## src/rtl/alu_core.sv

```systemverilog
// alu_core: registered 8-bit ALU for the basic processor datapath.
// One-cycle latency; result, zero flag and shift-carry load on every edge.
module alu_core #(
    parameter int W = 8
) (
    input  logic         Clk,
    input  logic         Reset,
    input  logic [W-1:0] InputA,
    input  logic [W-1:0] InputB,
    input  logic         SC_in,
    input  logic [3:0]   OP,
    output logic [W-1:0] Out,
    output logic         Zero,
    output logic         SC_out
);

    typedef enum logic [3:0] {
        OP_LSH = 4'b0000,
        OP_RSH = 4'b0001,
        OP_AND = 4'b0010,
        OP_OR  = 4'b0011,
        OP_XOR = 4'b0100,
        OP_GEQ = 4'b1000,
        OP_EQ  = 4'b1001,
        OP_NEG = 4'b1010,
        OP_ADD = 4'b1011,
        OP_SUB = 4'b1100,
        OP_NEQ = 4'b1101
    } op_t;

    logic [W-1:0] res;
    logic         sc;
    logic [W:0]   sum;
    logic [W:0]   diff;
    logic [W-1:0] neg;
    logic         geq;
    logic         eq;

    // Extra MSB carries the carry-out for ADD and the borrow for SUB.
    assign sum  = {1'b0, InputA} + {1'b0, InputB};
    assign diff = {1'b0, InputA} - {1'b0, InputB};
    assign neg  = (~InputA) + W'(1);
    assign geq  = (InputA >= InputB);
    assign eq   = (InputA == InputB);

    always_comb begin
        res = '0;
        sc  = 1'b0;
        case (OP)
            OP_LSH: begin
                res = {InputA[W-2:0], SC_in};
                sc  = InputA[W-1];
            end
            OP_RSH: begin
                res = {1'b0, InputA[W-1:1]};
                sc  = InputA[0];
            end
            OP_AND: res = InputA & InputB;
            OP_OR:  res = InputA | InputB;
            OP_XOR: res = InputA ^ InputB;
            OP_GEQ: res = W'(geq);
            OP_EQ:  res = W'(eq);
            OP_NEG: res = neg;
            OP_ADD: begin
                res = sum[W-1:0];
                sc  = sum[W];
            end
            OP_SUB: begin
                res = diff[W-1:0];
                sc  = diff[W];
            end
            OP_NEQ: res = W'(!eq);
            default: begin
                res = '0;
                sc  = 1'b0;
            end
        endcase
    end

    always_ff @(posedge Clk or posedge Reset) begin
        if (Reset) begin
            Out    <= '0;
            Zero   <= 1'b0;
            SC_out <= 1'b0;
        end else begin
            Out    <= res;
            Zero   <= (res == '0);
            SC_out <= sc;
        end
    end

endmodule

```

## config.mk

```make
export PLATFORM = sky130hd
export DESIGN_NAME = alu_core
export DESIGN_NICKNAME = d
export VERILOG_FILES = /design/src/rtl/alu_core.sv
export SDC_FILE = /design/constraint.sdc
export NUM_CORES = 1
export LEC_CHECK = 0
export CELL_PAD_IN_SITES_DETAIL_PLACEMENT = 1
export CELL_PAD_IN_SITES_GLOBAL_PLACEMENT = 1
export CORE_ASPECT_RATIO = 2
export CORE_MARGIN = 2
export CORE_UTILIZATION = 40
export CTS_CLUSTER_SIZE = 16
export DETAILED_ROUTE_END_ITERATION = 16
export PLACE_DENSITY = 0.85
export SLEW_MARGIN = 30
export SYNTH_ARGS = -nofsm -noshare
export SYNTH_HDL_FRONTEND = slang
export SYNTH_SLANG_ARGS = --single-unit
```

## constraint.sdc

```tcl
create_clock -name Clk -period 0.8 [get_ports Clk]
set_input_delay 0.16 -clock Clk [delete_from_list [all_inputs] [get_ports Clk]]
set_output_delay 0.16 -clock Clk [all_outputs]
set_load 0.03 [all_outputs]
```

==> results.sh, run 1 <==
export IMPL_status="stopped before the end"
export IMPL_stop_stage="clock tree synthesis"
export IMPL_stop_error="[ERROR DPL-0033] detailed placement checks failed during check placement."
export IMPL_postSynthCellCount=217
export IMPL_synth_edf_count=0
export IMPL_yosys_register_bits=10
export IMPL_synth_yosys_warnings=0
export IMPL_buffer_ports_inserted=32
export IMPL_start_util_pct=41.4
export IMPL_rows=34
export IMPL_synthFlopType="sky130_fd_sc_hd__dfrtp_1"
export IMPL_post_dp_hpwl_um=7310
export IMPL_clock_root_buffer="sky130_fd_sc_hd__clkbuf_8"
export IMPL_io_pin_count=33
export IMPL_fp_dieW_um=51.4
export IMPL_mappedNetlistArea_um2=1800
export IMPL_syn_nets=268
export IMPL_cts_max_path_buffers=2
export IMPL_floorplan_die_height_um=98.8
export IMPL_synth_yosys_seq_area_share_pct=13.9
export IMPL_cts_hold_buffers=0
export IMPL_synthArstFlopShare_pct=100
export IMPL_synth_distinct_cells=52
export IMPL_syn_mean_instance_area_um2=8.28
export IMPL_globalplace_congestion=1.00
export IMPL_h_tree_depth=1
export IMPL_cts_sink_count=10
export IMPL_pre_cts_slack_ns=-2.28
export IMPL_postCtsSetupBuffers=31
export IMPL_numCtsBuffers=3
export IMPL_cts_repair_resized=172
export IMPL_place_inst=379
per-stage QoR:
| stage | area [µm²] | utilization, % | setup TNS (ns) | hold slack [ns] |
|---|---|---|---|---|
| 2_1_floorplan | 1960 | - | -8.33 | 0.000178 |
| 3_3_place_gp | 2910 | 67.0 | -16.41 | 0.470 |
| 3_5_place_dp | 2910 | 67.0 | -17.40 | 0.476 |
cells in the mapped netlist (2+ instances only):
library cell / instances / area share [%]
sky130_fd_sc_hd__inv_1: 27 / 5.6
sky130_fd_sc_hd__ha_1: 26 / 18
sky130_fd_sc_hd__xnor2_1: 12 / 5.8
sky130_fd_sc_hd__a21oi_1: 10 / 2.8
sky130_fd_sc_hd__dfrtp_1: 10 / 14
sky130_fd_sc_hd__nor3_1: 9 / 2.5
sky130_fd_sc_hd__nor2_1: 8 / 1.7
sky130_fd_sc_hd__nand2_1: 7 / 1.5
sky130_fd_sc_hd__o21ai_0: 7 / 1.9
sky130_fd_sc_hd__a21o_1: 6 / 2.5
sky130_fd_sc_hd__a22oi_1: 6 / 2.5
sky130_fd_sc_hd__buf_2: 6 / 1.7
sky130_fd_sc_hd__nand3_1: 6 / 1.7
sky130_fd_sc_hd__nor4_1: 6 / 2.1
sky130_fd_sc_hd__mux4_2: 5 / 6.3
sky130_fd_sc_hd__clkbuf_1: 4 / 0.84
sky130_fd_sc_hd__mux2i_1: 4 / 2.2
sky130_fd_sc_hd__nor2b_1: 4 / 1.4
sky130_fd_sc_hd__or3_1: 4 / 1.4
sky130_fd_sc_hd__nand2b_1: 3 / 1.0
sky130_fd_sc_hd__nand4_1: 3 / 1.0
sky130_fd_sc_hd__nor3b_1: 3 / 1.3
sky130_fd_sc_hd__o221ai_1: 3 / 1.5
sky130_fd_sc_hd__a2111oi_0: 2 / 0.98
sky130_fd_sc_hd__a211oi_1: 2 / 0.84
sky130_fd_sc_hd__a31oi_1: 2 / 0.70
sky130_fd_sc_hd__a41oi_1: 2 / 0.98
sky130_fd_sc_hd__fa_1: 2 / 2.2
sky130_fd_sc_hd__inv_2: 2 / 0.42
sky130_fd_sc_hd__o2111ai_1: 2 / 0.98
sky130_fd_sc_hd__o211ai_1: 2 / 0.84
sky130_fd_sc_hd__o41ai_1: 2 / 0.98
kinds of logic after synthesis:
family	count (synthesis)	synth area share [%]
mux	11	9.75
simple gates	58	17.6
fa+ha+maj	28	20.3
xor+xnor	12	5.85
compound gates	56	22.7
flops	10	13.9
buf+inv	42	9.82
==> run 2, diff against run 1 <==
==> config.mk (replaced) <==
export PLATFORM = sky130hd
export DESIGN_NAME = alu_core
export DESIGN_NICKNAME = d
export VERILOG_FILES = /design/src/rtl/alu_core.sv
export SDC_FILE = /design/constraint.sdc
export NUM_CORES = 1
export LEC_CHECK = 0
export CORE_MARGIN = 2
export CORE_UTILIZATION = 40
export DETAILED_ROUTE_END_ITERATION = 16
export PLACE_DENSITY_LB_ADDON = 0.15
export SLEW_MARGIN = 30
export SYNTH_ARGS = -nofsm -noshare
export SYNTH_HDL_FRONTEND = slang
export SYNTH_SLANG_ARGS = --single-unit
==> results.sh, run 2 <==
export IMPL_status="complete, but fails checks"
export IMPL_failed_checks="setup timing"
export IMPL_maximum_net_fanout_on_the_critical_path=3
export IMPL_global_route_wire_length_before_repair_um=12000
export IMPL_start_util_pct=41.3
export IMPL_io_pin_count=33
export IMPL_power_frac_clock_pct=16.7
export IMPL_timing_final_ws_setup_ns=-1.42
export IMPL_criticalPathCategory="in2reg"
export IMPL_detail_route_antenna_nets=0
export IMPL_fillCellCount=193
export IMPL_cts_clk_slew_worst_paths_ns=0.05
export IMPL_worstPathRequired_ns=0.91
export IMPL_antenna_cells=0
export IMPL_synthArstFlopShare_pct=100
export IMPL_route_detailed_drc=0
export IMPL_layout_commonest_cell="sky130_fd_sc_hd__buf_4"
export IMPL_routedWlPerCell_um=22.3
export IMPL_groute_usage_overall_pct=30.6
export IMPL_pre_cts_slack_ns=-2.10
export IMPL_synthDominantCellAreaShare_pct=18.1
export IMPL_h_tree_depth=1
export IMPL_mappedNetlistArea_um2=1800
export IMPL_drive_above_1_share_pct=67.8
export IMPL_groute_layer_met2_usage_pct=53.5
export IMPL_number_of_nets_in_the_layout=419
export IMPL_design_power_total_mw=3.84
export IMPL_core_area_um2=4350
export IMPL_synthFlopType="sky130_fd_sc_hd__dfrtp_1"
export IMPL_biggestRegsByFlops="Out: 8 flops, SC_out: 1 flops, Zero: 1 flops"
export IMPL_die_area_um2=5040
export IMPL_post_route_period_util_pct=278
export IMPL_cts_hold_buffers=0
export IMPL_cap_viol_max_count=0
export IMPL_flow_area_growth_from_synthesis_pct=113
export IMPL_power_density_nw_per_um2=1010
export IMPL_dr_total_vias=2586
export IMPL_grt_remaining_overflow=0
export IMPL_most_common_layout_cells="sky130_fd_sc_hd__buf_4, sky130_fd_sc_hd__buf_6, sky130_fd_sc_hd__ha_4"
export IMPL_min_delay_path_class="in2async"
export IMPL_fp_dieW_um=71.0
export IMPL_synth_distinct_cells=52
export IMPL_layout_min_cycle_time_ns=2.22
export IMPL_viasPerCell=6.17
export IMPL_synth_most_common_cell="sky130_fd_sc_hd__inv_1"
export IMPL_tritoncts="done"
export IMPL_max_freq_mhz=450
export IMPL_drtPass1Iterations=5
export IMPL_syn_mean_instance_area_um2=8.28
export IMPL_grt_busiest_layer="met2"
export IMPL_syn_nets=268
export IMPL_netlist_top_cells_area="sky130_fd_sc_hd__ha_1, sky130_fd_sc_hd__dfrtp_1, sky130_fd_sc_hd__mux4_2"
export IMPL_arrival_ns=2.33
export IMPL_finalMaxSlewViolations=0
export IMPL_grt_util_met3_pct=4.42
export IMPL_floorplan_die_height_um=71.0
export IMPL_cp_end_kind="flip-flop"
export IMPL_sequential_cell_area_um2=250
export IMPL_seq_power_share_pct=15.6
export IMPL_dr_first_iter_drc_count=345
export IMPL_finalSetupTns_ns=-11.36
export IMPL_synth_yosys_warnings=0
export IMPL_hold_ws_ns=0.238
export IMPL_numCtsBuffers=3
export IMPL_sw_frac_of_total_pct=39.3
export IMPL_combined_area_of_the_multi_input_logic_cells_um2=1900
export IMPL_final_core_util_pct=87.8
export IMPL_power_leakage_nw=1.73
export IMPL_synth_edf_count=0
export IMPL_first_global_vias=2427
export IMPL_largest_register="Out"
export IMPL_power_switching_mw=1.51
export IMPL_rsz0062_at_grt="yes"
export IMPL_finalHoldViolations=0
export IMPL_clock_root_buffer="sky130_fd_sc_hd__clkbuf_8"
export IMPL_rows=24
export IMPL_maximum_number_of_pins_on_one_net_before_global_route_repair=11
export IMPL_grt_antenna_before_repair=0
export IMPL_postSynthCellCount=217
export IMPL_cts_sink_count=10
export IMPL_buffer_ports_inserted=32
export IMPL_startpoint_type="primary input"
export IMPL_fraction_of_power_consumed_by_combinational_cells_pct=67.7
export IMPL_cts_max_path_buffers=2
export IMPL_post_synth_top_area_cell="sky130_fd_sc_hd__ha_1"
export IMPL_drt_wl_total_um=9320
export IMPL_globalplace_congestion=0.908
export IMPL_met1_track_demand_over_resource_in_global_routing_pct=38.2
export IMPL_yosys_register_bits=10
export IMPL_worst_slew_pin_slew_ns=0.377
export IMPL_power_ir_vdd_worst_mv=0.732
export IMPL_power_internal_mw=2.33
export IMPL_most_numerous_cell_types_in_the_synthesized_netlist="sky130_fd_sc_hd__inv_1, sky130_fd_sc_hd__ha_1, sky130_fd_sc_hd__xnor2_1"
export IMPL_worst_slew_margin_rel_pct=74.8
export IMPL_synth_yosys_seq_area_share_pct=13.9
export IMPL_largest_register_ffs=8
export IMPL_post_dp_hpwl_um=5130
export IMPL_setup_violations=20
run 2: cell counts after synthesis:
No cell type changed its count.
run 2: layout make-up:
cell class	count	share of cell area, %
Multi-Input combinational cell	165	49.6
Sequential cell	10	6.55
Timing Repair Buffer	158	36.6
Tap cell	52	1.70
Inverter	30	4.06
Clock buffer	4	1.44
run 2: through the flow:
step,cell area (µm²),std cells
after floorplan,1960,217
after global placement,2970,384
after detailed placement,2970,384
after CTS,3500,407
after global routing,3820,419
final,3820,419
run 2: final timing paths:
kind / start / end / slack [ns] / depth (start not counted)
setup / recovery: InputA[3] / Zero / -1.42 / 10
max in group asynchronous: Reset / Out[1] / 0.46 / 3
min in group Clk: OP[2] / SC_out / 0.61 / 5
hold / removal: Reset / Out[6] / 0.24 / 3
run 2: cells by family after synthesis:
logic type	synth area share, %
xor gates and xnor gates	5.85
AOI/OAI and AO/OA	22.7
muxes	9.75
adders and majority gates	20.3
DFF	13.9
buffers and inverters	9.82
and+or+nand+nor	17.6
run 2: repair_timing:
action | 4_1_cts | 5_1_grt
resized for setup | 139 | 65
pin swaps | 38 | 49
endpoints found under the setup margin | 20 | 20
buffers inserted | 21 | 21
run 2: power by group through the flow:
stage | Combinational [mW] | Sequential, mW | Clock, mW
6_report | 2.60 | 0.599 | 0.642
5_1_grt | 2.71 | 0.602 | 0.676
4_1_cts | 2.17 | 0.594 | 0.622
3_5_place_dp | 1.82 | 0.589 | 0
3_3_place_gp | 1.80 | 0.587 | 0
2_1_floorplan | 0.793 | 0.713 | 0
run 2: per-layer routing:
layer,part of all wire (%),wire [µm]
met2,48,4440
met4,5.5,512
met5,0,0
met3,11,981
met1,36,3390
run 2: critical path: stages:
cell,delay (ns)
sky130_fd_sc_hd__buf_8,0.11
sky130_fd_sc_hd__inv_6,0.05
sky130_fd_sc_hd__ha_4,0.20
sky130_fd_sc_hd__or3_4,0.42
sky130_fd_sc_hd__nor4b_4,0.30
sky130_fd_sc_hd__xnor2_1,0.15
sky130_fd_sc_hd__o41ai_1,0.09
sky130_fd_sc_hd__or3_1,0.40
sky130_fd_sc_hd__nand2b_1,0.20
sky130_fd_sc_hd__nor4_2,0.26
No activity file was read; power rests on OpenSTA's default activity.
